==> src/rtl/unified_memory_arbiter.sv <==
// Arbitrates the fetch stage and the MEM stage onto one single-port, fixed-latency RAM.
// Pipeline stall is held until the access of each requesting stage completes.
module unified_memory_arbiter #(
   parameter int unsigned MEM_LATENCY  = 2,
   parameter int unsigned STARVE_LIMIT = 4
) (
   input  logic        clock,
   input  logic        reset,
   input  logic        if_req,
   input  logic [63:0] if_addr,
   output logic [31:0] if_rdata,
   output logic        if_ready,
   input  logic        mem_req,
   input  logic        mem_we,
   input  logic [63:0] mem_addr,
   input  logic [63:0] mem_wdata,
   output logic [63:0] mem_rdata,
   output logic        mem_ready,
   output logic        pipeline_stall,
   output logic        ram_en,
   output logic        ram_we,
   output logic [63:0] ram_addr,
   output logic [63:0] ram_wdata,
   input  logic [63:0] ram_rdata
);

   localparam int unsigned ADDR_W = 64;
   localparam int unsigned DATA_W = 64;
   localparam int unsigned CNT_W  = 4;
   localparam logic [CNT_W-1:0] LAT_INIT   = CNT_W'(MEM_LATENCY - 1);
   localparam logic [CNT_W-1:0] STARVE_MAX = CNT_W'(STARVE_LIMIT);

   typedef enum logic [1:0] {IDLE, ACCESS, WAIT, RESP} state_t;

   state_t              state;
   logic                gnt_if;
   logic                lat_we;
   logic [ADDR_W-1:0]   lat_addr;
   logic [DATA_W-1:0]   lat_wdata;
   logic [CNT_W-1:0]    lat_cnt;
   logic [CNT_W-1:0]    starve_cnt;

   // Arbitration, request latching, latency countdown and starvation tracking
   always_ff @(posedge clock or negedge reset) begin
      if (!reset) begin
         state      <= IDLE;
         gnt_if     <= 1'b0;
         lat_we     <= 1'b0;
         lat_addr   <= '0;
         lat_wdata  <= '0;
         lat_cnt    <= '0;
         starve_cnt <= '0;
      end else begin
         case (state)
            IDLE: begin
               if (if_req && (!mem_req || starve_cnt == STARVE_MAX)) begin
                  gnt_if     <= 1'b1;
                  lat_we     <= 1'b0;
                  lat_addr   <= if_addr;
                  lat_wdata  <= '0;
                  starve_cnt <= '0;
                  state      <= ACCESS;
               end else if (mem_req) begin
                  gnt_if    <= 1'b0;
                  lat_we    <= mem_we;
                  lat_addr  <= mem_addr;
                  lat_wdata <= mem_wdata;
                  if (if_req && starve_cnt < STARVE_MAX)
                     starve_cnt <= starve_cnt + CNT_W'(1);
                  state     <= ACCESS;
               end
            end
            ACCESS: begin
               if (lat_we) begin
                  state <= RESP;
               end else begin
                  lat_cnt <= LAT_INIT;
                  state   <= (MEM_LATENCY == 1) ? RESP : WAIT;
               end
            end
            WAIT: begin
               lat_cnt <= lat_cnt - CNT_W'(1);
               if (lat_cnt == CNT_W'(1))
                  state <= RESP;
            end
            RESP:    state <= IDLE;
            default: state <= IDLE;
         endcase
      end
   end

   // RAM strobes and completion signals decode straight from the state register
   assign ram_en    = (state == ACCESS);
   assign ram_we    = ram_en & lat_we;
   assign ram_addr  = lat_addr;
   assign ram_wdata = lat_wdata;

   assign if_ready  = (state == RESP) &  gnt_if;
   assign mem_ready = (state == RESP) & ~gnt_if;

   // Read data is steered through only during the completion cycle
   assign if_rdata  = if_ready ? (lat_addr[2] ? ram_rdata[63:32] : ram_rdata[31:0]) : '0;
   assign mem_rdata = mem_ready ? ram_rdata : '0;

   assign pipeline_stall = (if_req & ~if_ready) | (mem_req & ~mem_ready);

endmodule

==> config.mk <==
export PLATFORM = sky130hd
export DESIGN_NAME = unified_memory_arbiter
export DESIGN_NICKNAME = d
export VERILOG_FILES = /design/src/rtl/unified_memory_arbiter.sv
export SDC_FILE = /design/constraint.sdc
export NUM_CORES = 1
export LEC_CHECK = 0
export CAP_MARGIN = 20
export CORE_AREA = 2 2 188 190
export CTS_CLUSTER_DIAMETER = 200
export DETAILED_ROUTE_END_ITERATION = 7
export DIE_AREA = 0 0 190 192
export PLACE_DENSITY_LB_ADDON = 0.12
export SYNTH_ARGS = -nofsm -noshare
export SYNTH_HDL_FRONTEND = slang
export SYNTH_SLANG_ARGS = --single-unit
==> constraint.sdc <==
create_clock -name clock -period 2 [get_ports clock]
set_input_delay 0.3 -clock clock [delete_from_list [all_inputs] [get_ports clock]]
set_output_delay 0.3 -clock clock [all_outputs]
set_load 0.02 [all_outputs]
# Word-level counts from Yosys, hierarchy flattened
# Index checks and enable logic that the tools add are counted.
# totals
register_bits	140
elab_cells	60
# op_classes
add_sub_neg	2
n_lt_le_gt_ge	1
eq_ne	8
n_mux	21
n_bitwise	9
reduce_logical	12
# op_table
op	n
64-bit two-way mux	5
32-bit two-way mux	2
4-bit two-way mux	4
2-bit one-hot mux with 4 select lines	1
4-bit one-hot mux with 2 select lines	1
2-bit two-way mux	3
2-bit AND reduction	3
2-bit nonzero test	3
1-bit bitwise AND	5
1-bit two-way mux	5
4-bit by 1-bit adder with 4-bit output (second input constant)	1
2-bit equality test (second input constant)	2
4-bit by 1-bit equality test with 1-bit output (second input constant)	1
4-bit by 3-bit equality test with 1-bit output (second input constant)	1
4-bit by 3-bit less-than comparator with 1-bit output (second input constant)	1
2-bit != test (second input constant)	2
4-bit by 1-bit subtractor with 4-bit output (second input constant)	1
3-bit != test (second input constant)	1
1-bit inverter	3
3-bit AND reduction	1
2-bit by 1-bit equality test with 1-bit output (second input constant)	1
1-bit logical AND	2
2-bit logical NOT	1
1-bit logical NOT	1
2 further kinds	2

# Depth between registers and ports, before layout
# Gate-level depths: netlist of run 1.
# depth
ltp_word	5
mapped_depth	8
ltp_nobuf	6

# Least setup slack after synthesis of run 1
# No wires, ideal clock.
# synth_timing
kind	register -> output
start	reg state[1]
end	out mem_rdata[15]
t_arrival_ps	1391
required_ps	1700
path_slack_ps	309
path_stages_with_launch	6
n_path_buf	2
cell_sequence	dfrtp_1 -> ha_1 -> nor2b_1 -> buf_1 -> clkbuf_1 -> and2_1
# synth_via
elab_chain_len	3
# synth_rtl
element	line	text
start: declaration	35	state_t state;
start signal: assignment	78	state <= (MEM_LATENCY == 1) ? RESP : WAIT;
2-bit equality test	99	assign mem_ready = (state == RESP) & ~gnt_if;
1-bit bitwise AND	99	
64-bit two-way mux	103	assign mem_rdata = mem_ready ? ram_rdata : '0;
end: declaration	17	output logic [63:0] mem_rdata,
# Every way passes these cells.

# Final worst setup path of run 1
# layout_timing
start	reg state[0]
end	out mem_rdata[47]
# The elaborated chain is that of the path after synthesis.

==> results.sh, run 1 <==
export IMPL_rsz0062_at_grt="yes"
export IMPL_cts_buffer_depth=2
export IMPL_drt_initial_drc_count=261
export IMPL_start_util_pct=21.65
export IMPL_grt_pass1_vias=7575
export IMPL_ys_seq_area_share_pct=47.19
export IMPL_place_port_buffers=489
export IMPL_cts_root_buffer="clkbuf_16"
export IMPL_synth_warnings=0
export IMPL_finalWorstSetupSlack_ns=-0.1078
export IMPL_worst_setup_path_end_kind="output port"
export IMPL_core_region_area_sq_mm=0.03429
export IMPL_relSlewSlack_pct=72.99
export IMPL_dieArea_sq_mm=0.03648
export IMPL_detailedPlace_worstSlack_ns=-0.1303
export IMPL_max_clock_freq_mhz=474.4
export IMPL_period_share_pct=105.4
export IMPL_final_cell_mix="clkdlybuf4s50_1 (387), dfrtp_1 (138), nand2_1 (134)"
export IMPL_grt_start_max_net_pins=42
export IMPL_synth_top_area_share_pct=47.19
export IMPL_cts_max_level=4
export IMPL_fillers=3383
export IMPL_utilization_pct=41.49
export IMPL_fin_cells=1776
export IMPL_seqCellArea_sq_mm=0.003506
export IMPL_cts_tree="done"
export IMPL_grt_pass1_wl_um=45070
export IMPL_ys_seq_elements=140
export IMPL_setup_viol=44
export IMPL_nets=1578
export IMPL_vias=7406
export IMPL_crit_arrival_ns=1.81
export IMPL_drtAntennaViolNets=0
export IMPL_layout_commonest_cell="clkdlybuf4s50_1"
export IMPL_start_kind="register"
export IMPL_drive_above_1_share_pct=25.91
export IMPL_syn_avg_cell_area_sq_um=9.542
export IMPL_p_per_area_mw_per_mm2=1416
export IMPL_leakagePower_nw=6.128
export IMPL_dp_hpwl_um=24130
export IMPL_path_max_fanout=8
export IMPL_clkLatencyLatePin_ns=0.42
export IMPL_antenna_found_initial=2
export IMPL_drc=0
export IMPL_areaGrowthSynthToFinish_pct=91.66
export IMPL_wl_per_cell_um=17.39
export IMPL_grt_ovfl_total=0
export IMPL_hold_path_class="in -> async"
export IMPL_grt_usage_pct=16.40
export IMPL_maxCapViolations=0
export IMPL_syn_inst=778
export IMPL_crit_type="reg -> out"
export IMPL_synth_top_area_cell="dfrtp_1"
export IMPL_die_width_um=190
export IMPL_finalPower_mw=20.14
export IMPL_synth_fp_nets=1048
export IMPL_required_ns=1.70
export IMPL_rows=68
export IMPL_path_clk_slew_ns=0.06
export IMPL_dpl_cell_count=1723
export IMPL_ys_types=33
export IMPL_multi_input_area_sq_mm=0.003732
export IMPL_syn_area_sq_mm=0.007423
export IMPL_viasPerCell=4.170
export IMPL_status="finished with violations"
export IMPL_fin_skew_ns=0.009760
export IMPL_place_congestion=0.9109
export IMPL_min_period_ns=2.108
export IMPL_cts_sinks=140
export IMPL_drv_slew=0
export IMPL_ys_top_cells_by_area="dfrtp_1 (47%), mux2i_1 (13%), a21oi_2 (7.4%)"
export IMPL_drt_pass1_iter_count=6
export IMPL_fin_tns_setup_ns=-3.902
export IMPL_ios=490
export IMPL_cts_buffers=17
export IMPL_routed_wl_um=30890
export IMPL_tightestPinTransition_ns=0.4052
export IMPL_worst_ir_drop_vdd_v=0.0005115
export IMPL_violations="setup timing"
export IMPL_die_h_um=192
export IMPL_hold_viol=0
==> routing by layer <==
layer / GRT usage [%] / vias up / wire length [um]
met2: 30.12 / 336 / 15880
met1: 17.28 / 3397 / 11550
met5: 0 / - / 0
li1: - / 3635 / -
met3: 5.737 / 38 / 2661
met4: 5.933 / 0 / 797
==> registers in the layout, summed over array words and instances (netlist names) <==
register and count:
state 2, ram_addr 64, starve_cnt 4, lat_cnt 4
gnt_if 1, lat_we 1, ram_wdata 64
==> final timing paths <==
| check | from | endpoint | slack, ns | depth (start not counted) |
|---|---|---|---|---|
| setup / recovery | state[0] | mem_rdata[47] | -0.11 | 7 |
| hold / removal | reset | ram_addr[55] | 0.35 | 2 |
| setup reg to reg | starve_cnt[1] | ram_addr[25] | 0.13 | 8 |
| hold reg to reg | ram_wdata[60] | ram_wdata[60] | 0.48 | 2 |
| max in group asynchronous | reset | ram_wdata[18] | 0.98 | 3 |
| min in group clock | mem_wdata[5] | ram_wdata[5] | 0.42 | 3 |
==> power by group <==
part	switching, mW	internal, mW
clock	1.20	1.95
combinational	6.16	5.99
sequential	0.701	4.15
==> area by class of cell <==
type	count	area share [%]
repair buffers	568	40.77
multi-input cells	571	26.23
clock inverters	7	0.6156
diodes	1	0.01759
well taps	455	4.001
clock buffers	24	3.456
flip-flops and latches	140	24.64
inverters	10	0.2638
==> critical path: stages, from the launching register on <==
cell	delay, ns
dfrtp_1	0.38
ha_2	0.20
nor2b_4	0.14
buf_12	0.13
buf_12	0.13
buf_16	0.13
and2_4	0.16
buf_6	0.12
==> synthesized netlist by cell type <==
| master | instances |
|---|---|
| o21ai_1 | 63 |
| a21oi_1 | 5 |
| buf_2 | 25 |
| a22oi_1 | 1 |
| buf_1 | 3 |
| nor2b_1 | 3 |
| nor4b_1 | 1 |
| nand3_1 | 2 |
| a22o_1 | 1 |
| clkbuf_1 | 22 |
| nand4_1 | 2 |
| mux2i_1 | 98 |
| nor3b_1 | 1 |
| buf_12 | 7 |
| o211ai_1 | 1 |
| nor2_1 | 100 |
| buf_8 | 1 |
| nand2b_1 | 1 |
| and2_1 | 65 |
| a21oi_2 | 63 |
| nor2_2 | 1 |
| nand2_1 | 134 |
| nand3b_4 | 1 |
| a21oi_4 | 1 |
| dfrtp_1 | 140 |
| nor3_1 | 2 |
| o21ai_0 | 10 |
| inv_1 | 10 |
| a31oi_1 | 1 |
| or3b_1 | 1 |
| o32a_1 | 1 |
| mux2_2 | 2 |
| ha_1 | 9 |
==> what timing repair did <==
| action | 4_1_cts | 5_1_grt |
|---|---|---|
| pin swaps | 9 | 9 |
| gates cloned | 3 | 1 |
| resized for setup | 490 | 76 |
| hold buffers | 1 | 0 |
| setup buffers | 9 | 10 |
| endpoints found under the hold margin | 34 | 0 |
| setup endpoints to repair | 102 | 105 |
==> kinds of logic (layout without fill, tap and decap cells) <==
group / count (synthesis) / count (layout) / synth area share [%]
AND/OR/NAND/NOR: 314 / 315 / 18.78
AO/OA/AOI/OAI: 147 / 147 / 13.45
flip-flops: 140 / 140 / 47.19
multiplexers: 100 / 100 / 13.52
buffers and inverters: 68 / 609 / 5.545
adder cells (fa/ha/maj): 9 / 9 / 1.517
other: 0 / 1 / 0
==> through the flow <==
stage / hold slack, ns / instance area [sq um]
6_report: 0.3531 / 14230
5_1_grt: 0.3811 / 14230
4_1_cts: 0.3472 / 14100
3_5_place_dp: 0.2401 / 13220
3_3_place_gp: 0.2434 / 13220
2_1_floorplan: 0.004409 / 7423
(Power assumes the default switching activity.)
==> run 2, diff against run 1 <==
- CTS_BUF_LIST: not set -> sky130_fd_sc_hd__clkbuf_4 sky130_fd_sc_hd__clkbuf_8
- CTS_CLUSTER_SIZE: not set -> 16
==> run 2 against run 1 <==
  * The run still ends with setup timing left
  * Design area is 1.4% lower
  * Global-route usage is 0.16 points lower
  * Sequential share of layout area is 0.34 points higher
  * Final cell count decreased by 0.51%
  * Clock skew is 0.0065 ns higher
  * Worst hold slack worse by 0.042 ns
  * Sequential cell count did not move
  * Critical path depth shrank 1
  * Sequential power about the same
  * Worst setup slack better by 0.014 ns
  * Count of clock-buffer cells in the layout did not move
  * Critical path type unchanged
  * Critical endpoint is now mem_rdata[18]
==> results.sh, run 2 (same netlist as run 1, synthesis figures left out) <==
export IMPL_crit_arrival_ns=1.79
export IMPL_final_cell_mix="clkdlybuf4s50_1 (386), dfrtp_1 (138), nand2_1 (133)"
export IMPL_drt_initial_drc_count=277
export IMPL_rsz0062_at_grt="yes"
export IMPL_hold_slack_ns=0.3112
export IMPL_grt_pass1_wl_um=44660
export IMPL_required_ns=1.70
export IMPL_p_switching_mw=7.938
export IMPL_place_port_buffers=489
export IMPL_wl_met1_um=11550
export IMPL_antenna_found_initial=1
export IMPL_routed_wl_um=30900
export IMPL_dp_hpwl_um=24130
export IMPL_drv_slew=0
export IMPL_start_util_pct=21.65
export IMPL_comb_power_share_pct=62.6
export IMPL_vias=7325
export IMPL_crit_type="reg -> out"
export IMPL_grt_start_max_net_pins=42
export IMPL_cts_buffers=17
export IMPL_die_h_um=192
export IMPL_viasPerCell=4.145
export IMPL_violations="setup timing"
export IMPL_rows=68
export IMPL_wl_met3_um=2651
export IMPL_hold_viol=0
export IMPL_relSlewSlack_pct=72.88
export IMPL_finalWorstSetupSlack_ns=-0.09397
export IMPL_fin_cells=1767
export IMPL_place_congestion=0.9109
export IMPL_grt_ovfl_total=0
export IMPL_cts_root_buffer="clkbuf_8"
export IMPL_period_share_pct=104.7
export IMPL_cts_buffer_depth=2
export IMPL_drtAntennaViolNets=0
export IMPL_cts_sinks=140
export IMPL_tightestPinTransition_ns=0.4069
export IMPL_swShare_pct=41.20
export IMPL_finalPower_mw=19.27
export IMPL_path_max_fanout=8
export IMPL_areaGrowthSynthToFinish_pct=89.01
export IMPL_detailedPlace_worstSlack_ns=-0.1303
export IMPL_grt_pass1_vias=7522
export IMPL_p_per_area_mw_per_mm2=1373
export IMPL_path_clk_slew_ns=0.08
export IMPL_wl_per_cell_um=17.49
export IMPL_drc=0
export IMPL_worst_ir_drop_vdd_v=0.0005633
export IMPL_drt_pass1_iter_count=4
export IMPL_dieArea_sq_mm=0.03648
export IMPL_worst_setup_path_end_kind="output port"
export IMPL_maxCapViolations=0
export IMPL_core_region_area_sq_mm=0.03429
export IMPL_leakagePower_nw=6.034
export IMPL_cts_tree="done"
export IMPL_internal_power_mw=11.33
export IMPL_ios=490
export IMPL_clkLatencyLatePin_ns=0.46
export IMPL_maxUsedRoutingLayer="met4"
export IMPL_start_kind="register"
export IMPL_setup_viol=58
export IMPL_utilization_pct=40.92
export IMPL_max_clock_freq_mhz=477.6
export IMPL_min_period_ns=2.094
export IMPL_hold_path_class="in -> async"
export IMPL_grt_usage_pct=16.24
export IMPL_seqPwrFrac_pct=25.1
export IMPL_nets=1569
export IMPL_fin_skew_ns=0.01625
export IMPL_die_width_um=190
export IMPL_status="finished with violations"
export IMPL_clkPwrFrac_pct=12.3
export IMPL_cts_max_level=4
export IMPL_layout_commonest_cell="clkdlybuf4s50_1"
export IMPL_dpl_cell_count=1723
export IMPL_wl_met2_um=16050
export IMPL_drive_above_1_share_pct=26.09
export IMPL_fillers=3397
==> run 2: changes by cell type in the layout (fill, tap and decap cells not counted), moves of 3 or more <==
| cell | delta |
|---|---|
| clkbuf_2 | -15 |
| buf_2 | -12 |
| clkbuf_4 | +3 |
| nor2_1 | -5 |
| clkbuf_16 | -15 |
| buf_4 | +19 |
| nor2_2 | +4 |
| clkbuf_8 | +17 |
| clkdlybuf4s15_2 | -10 |
| buf_6 | +12 |
| clkbuf_1 | -3 |
==> run 2: final timing paths <==
check | startpoint | end | slack (ns) | cells after the start
worst max-delay path | state[1] | mem_rdata[18] | -0.09 | 6
worst min-delay path | reset | ram_addr[55] | 0.31 | 2
worst max register to register | starve_cnt[1] | ram_addr[25] | 0.12 | 8
worst min register to register | ram_wdata[59] | ram_wdata[59] | 0.48 | 2
max in group asynchronous | reset | ram_addr[54] | 1.02 | 3
min in group clock | mem_wdata[35] | ram_wdata[35] | 0.37 | 3
==> run 2: stage by stage <==
stage | area (sq um) | TNS, ns
6_report | 14030 | -3.499
5_1_grt | 14030 | -9.899
4_1_cts | 13760 | -9.051
3_5_place_dp | 13220 | -3.031
3_3_place_gp | 13220 | -1.936
2_1_floorplan | 7423 | 0
==> run 2: layout make-up <==
type | count | area, sq um | area share, %
Clock buffer | 24 | 311.5 | 2.220
Inverter | 10 | 37.54 | 0.2675
Multi-Input combinational cell | 571 | 3742 | 26.67
Clock inverter | 7 | 87.58 | 0.6242
Sequential cell | 140 | 3506 | 24.99
Tap cell | 455 | 569.3 | 4.057
Antenna cell | 1 | 2.502 | 0.01783
Timing Repair Buffer | 559 | 5774 | 41.15
==> run 2: routing by layer <==
layer / global-route usage [%] / up-vias
li1: - / 3611
met1: 17.44 / 3345
met2: 29.69 / 334
met3: 5.628 / 35
met4: 5.397 / 0
met5: 0 / -
==> run 2: power by group through the flow <==
stage | registers, mW | clock network [mW] | logic (mW)
6_report | 4.84 | 2.36 | 12.1
5_1_grt | 5.03 | 2.58 | 13.0
4_1_cts | 4.87 | 2.48 | 11.6
3_5_place_dp | 4.89 | 0 | 11.4
3_3_place_gp | 4.85 | 0 | 11.4
2_1_floorplan | 6.31 | 0 | 4.33
==> run 2: repair_timing <==
action,CTS,global route
setup buffers,2,5
gates resized for setup,514,127
gates cloned,1,4
hold endpoints to repair,34,0
pin swaps,0,17
hold buffers,1,0
endpoints found under the setup margin,103,114
==> run 2: worst max-delay path, stage by stage, from the launching register on <==
cell and delay, ns:
dfrtp_1 0.39, ha_2 0.20, nor2b_4 0.14, buf_12 0.15
clkbuf_16 0.16, and2_1 0.16, buf_6 0.13
==> run 3, diff against run 2 <==
- CTS_CLUSTER_SIZE: 16 -> 8
==> results of run 3 <==
Same layout as run 2: the final DEF is identical, and so are final timing and power.
==> patch 1: new RTL, flow settings as in run 1 <==
Change the localparam `CNT_W` from 4 to 3.
--- a/src/rtl/unified_memory_arbiter.sv
+++ b/src/rtl/unified_memory_arbiter.sv
@@ -28,3 +28,3 @@
    localparam int unsigned DATA_W = 64;
-   localparam int unsigned CNT_W  = 4;
+   localparam int unsigned CNT_W  = 3;
    localparam logic [CNT_W-1:0] LAT_INIT   = CNT_W'(MEM_LATENCY - 1);
Formal check against the unedited RTL: same outputs for any inputs over 4 cycles, from zero or initial values and one cycle with reset low; that may be too few to reach the edited logic, so the function may still have changed.
==> patch 1 against run 1 <==
  * The flow still finishes with violations (negative setup slack)
  * Sequential cell count down 2
  * Design area decreased by 3.7%
  * Synthesized area shrank 1.8%
  * Hold slack got worse by 0.072 ns
  * Cell count increased by 2.1%
  * Power shrank 1.9%
  * Die area unchanged
  * Clock power is 8.3% higher
  * Via count grew 9.0%
  * Wire length up 13%
  * Non-clock buffer count fell by 28
  * Setup slack gained 0.084 ns
==> patch 1: results (changes against run 1) <==
The proportion of cell area occupied by multi-input gates was 26.0% (-0.28 points). The non-clock buffer share of cell area came out at 39.8% (-0.98 points). The DRC violation total after the first TritonRoute iteration was 277 (+6.1%). The capturing instance or port of the critical path is mem_rdata[6]. The non-clock buffer total of the final layout is 540 (-4.9%).

The worst setup slack before clock tree synthesis was -0.0451 ns (+0.0852 ns). The worst path setup slack after routing is -0.0243 ns (+0.0835 ns). The checks that failed: negative setup slack.

The post-synthesis instance area is 0.00729 mm² (-1.8%). The detailed-router iteration count before antenna repair came out at 5 (-1). The delay of the slowest cell on the worst path came out at 0.40 ns (+0.02 ns).

The sum of internal, switching and leakage power came out at 19.8 mW (-1.9%). The number of nets produced by synthesis came to 1132 (+8.0%). The initial antenna violation count is 5 (+3). The flow ran to the end, but the final reports show violations. The half-perimeter wire length after detailed placement is 26000 µm (+7.9%).

The per-cell via count in the routed design is 4.45 (+6.8%). The multi-input combinational cell count is 634 (+11%). The startpoint of the worst register-to-register path is state[1]. The final count of negative-setup-slack endpoints is 13 (-70%). The internal reg-to-reg setup slack is 0.17 ns (+0.04 ns). The average cell area after synthesis is 8.46 µm² (-11%). The compound-cell area share of the yosys netlist came out at 13.1% (-0.31 points).

The met3 track utilization from global routing came out at 5.88% (+0.15 points). The non-filler instance count after layout is 1813 (+2.1%). The share of synthesized area spent on multiplexers came to 4.84% (-8.7 points).

The power in sequential cells is 4.80 mW (-1%). The register cell area after layout is 0.00345 mm² (-1.5%). The leakage power figure is 5.76 nW (-6.0%). The cell area reported after detailed placement came out at 0.0130 mm² (-1.3%).
patch 1: changes by cell type after synthesis, moves of 5 or more:
| cell | before | now |
|---|---|---|
| sky130_fd_sc_hd__a21oi_2 | 63 | 0 |
| sky130_fd_sc_hd__o21ai_0 | 10 | 67 |
| sky130_fd_sc_hd__clkbuf_1 | 22 | 43 |
| sky130_fd_sc_hd__o21ai_1 | 63 | 5 |
| sky130_fd_sc_hd__o211ai_2 | 0 | 5 |
| sky130_fd_sc_hd__o211ai_1 | 1 | 59 |
| sky130_fd_sc_hd__buf_12 | 7 | 0 |
| sky130_fd_sc_hd__mux2i_1 | 98 | 33 |
| sky130_fd_sc_hd__nand4_1 | 2 | 64 |
| sky130_fd_sc_hd__nor2_1 | 100 | 34 |
| sky130_fd_sc_hd__nand2_1 | 134 | 267 |
| sky130_fd_sc_hd__buf_1 | 3 | 10 |
==> patch 2: new RTL, config.mk and constraints of run 1 <==
Made on the original files. Re-encode `state_t` (4 states) as one-hot, 4 bits wide.
--- a/src/rtl/unified_memory_arbiter.sv
+++ b/src/rtl/unified_memory_arbiter.sv
@@ -32,3 +32,3 @@
 
-   typedef enum logic [1:0] {IDLE, ACCESS, WAIT, RESP} state_t;
+   typedef enum logic [3:0] {IDLE = 4'b0001, ACCESS = 4'b0010, WAIT = 4'b0100, RESP = 4'b1000} state_t;
 
Formal check against the unedited RTL: no difference found for any inputs over 4 cycles, from zero or initial values and one cycle with reset low; so few cycles prove little.
==> patch 2 against run 1 <==
  * The run still ends with negative setup slack left
  * Largest power group unchanged
  * Non-clock buffer count stayed put
  * Wire length down 0.16%
  * Utilization fell by 0.53 points
  * Combinational power decreased by 18%
  * Sequential cell count grew 2
  * Design area down 1.3%
  * Highest routed layer unchanged
  * Hold slack worse by 0.064 ns
  * Setup slack worse by 0.18 ns
  * Power fell by 8.9%
  * Sequential power increased by 3%
  * Fmax fell by 8.0%
  * Synthesized area is 7.9% lower
  * Synthesized cell count shrank 18%
==> patch 2: results (changes against run 1) <==
The worst setup slack before clock tree synthesis is -0.229 ns (-0.0988 ns). The global-route wire length before repair came out at 44100 µm (-2.2%). By area the synthesized netlist is led by sky130_fd_sc_hd__dfrtp_1 (52%), sky130_fd_sc_hd__mux2i_1 (14%), sky130_fd_sc_hd__a22o_1 (8.5%), sky130_fd_sc_hd__and2_1 (5.9%), sky130_fd_sc_hd__nor2_1 (5.7%). The met2 layer usage reported by global route is 30.8% (+0.63 points). The total via count after detailed routing is 6875 (-7.2%). The average cell area after synthesis is 10.7 µm² (+12%). The half-perimeter wire length after detailed placement came to 22800 µm (-5.4%). The worst hold slack across all endpoints was 0.289 ns (-0.0642 ns).

The cell area reported after detailed placement is 0.0126 mm² (-4.7%). The via count of the first global-routing pass is 7191 (-5.1%). The endpoint identified for the worst register-to-register timing path is ram_wdata[10]. The final reports fail on negative setup slack.

The number of gates given a new drive strength after cts was 597 (+22%). The run finished, with violations left. The slew at the pin closest to its max-slew limit is 0.454 ns (+0.0492 ns). The filler cell count came to 3368 (-0.44%).

By count the netlist is led by sky130_fd_sc_hd__dfrtp_1 (141), sky130_fd_sc_hd__nor2_1 (103), sky130_fd_sc_hd__mux2i_1 (97). The worst path setup slack after routing is -0.290 ns (-0.182 ns). The maximum VDD drop came out at 0.675 mV (+32%).

The delay of the slowest cell on the worst path is 0.40 ns (+0.02 ns). The fraction of final layout cells sized beyond drive strength 1 came out at 23.3% (-2.7 points). The post-CTS setup-driven buffer insertion count is 14 (+5). The final layout net count was 1440 (-8.7%). The total negative setup slack is -20.26 ns (-16.36 ns). The final count of negative-setup-slack endpoints is 99 (+130%). The post-synthesis share of cell area spent on full adders, half adders and majority gates is 0.732% (-0.78 points).

The number of nets produced by synthesis came out at 903 (-14%). The met1 usage is 16.6% (-0.64 points). The sequential share of the synthesized area came out at 52.0% (+4.8 points).
[patch 2: cell types whose count changed after synthesis, sizes merged, moves of 2 or more]
| cell | change |
|---|---|
| a21oi | -5 |
| a22o | +65 |
| clkbuf | -7 |
| ha | -5 |
| nand2 | -128 |
| nand2b | +2 |
| nand4 | -2 |
| nor2 | +2 |
| nor4b | +2 |
| o21ai | -63 |
[patch 2: cell type report]
class	instances	area [µm²]	share of cell area, %
clock inverter	10	161	1.15
multi-input combinational	436	3220	22.9
clock buffer	21	470	3.35
timing repair buffer	568	6020	42.9
tap	455	569	4.05
antenna	3	7.51	0.0534
sequential	142	3560	25.3
inverter	10	42.5	0.303
[patch 2: layer usage]
layer | wire (µm) | vias to the layer above
li1 | - | 3295
met1 | 10800 | 3234
met2 | 17000 | 305
met3 | 2270 | 41
met4 | 813 | 0
met5 | 0 | -
[patch 2: critical path, delay by kind of cell, from the launching register on]
family / cells / cell delay (ns)
and+or+nand+nor: 3 / 0.72
DFF: 1 / 0.40
buffers and inverters: 3 / 0.43
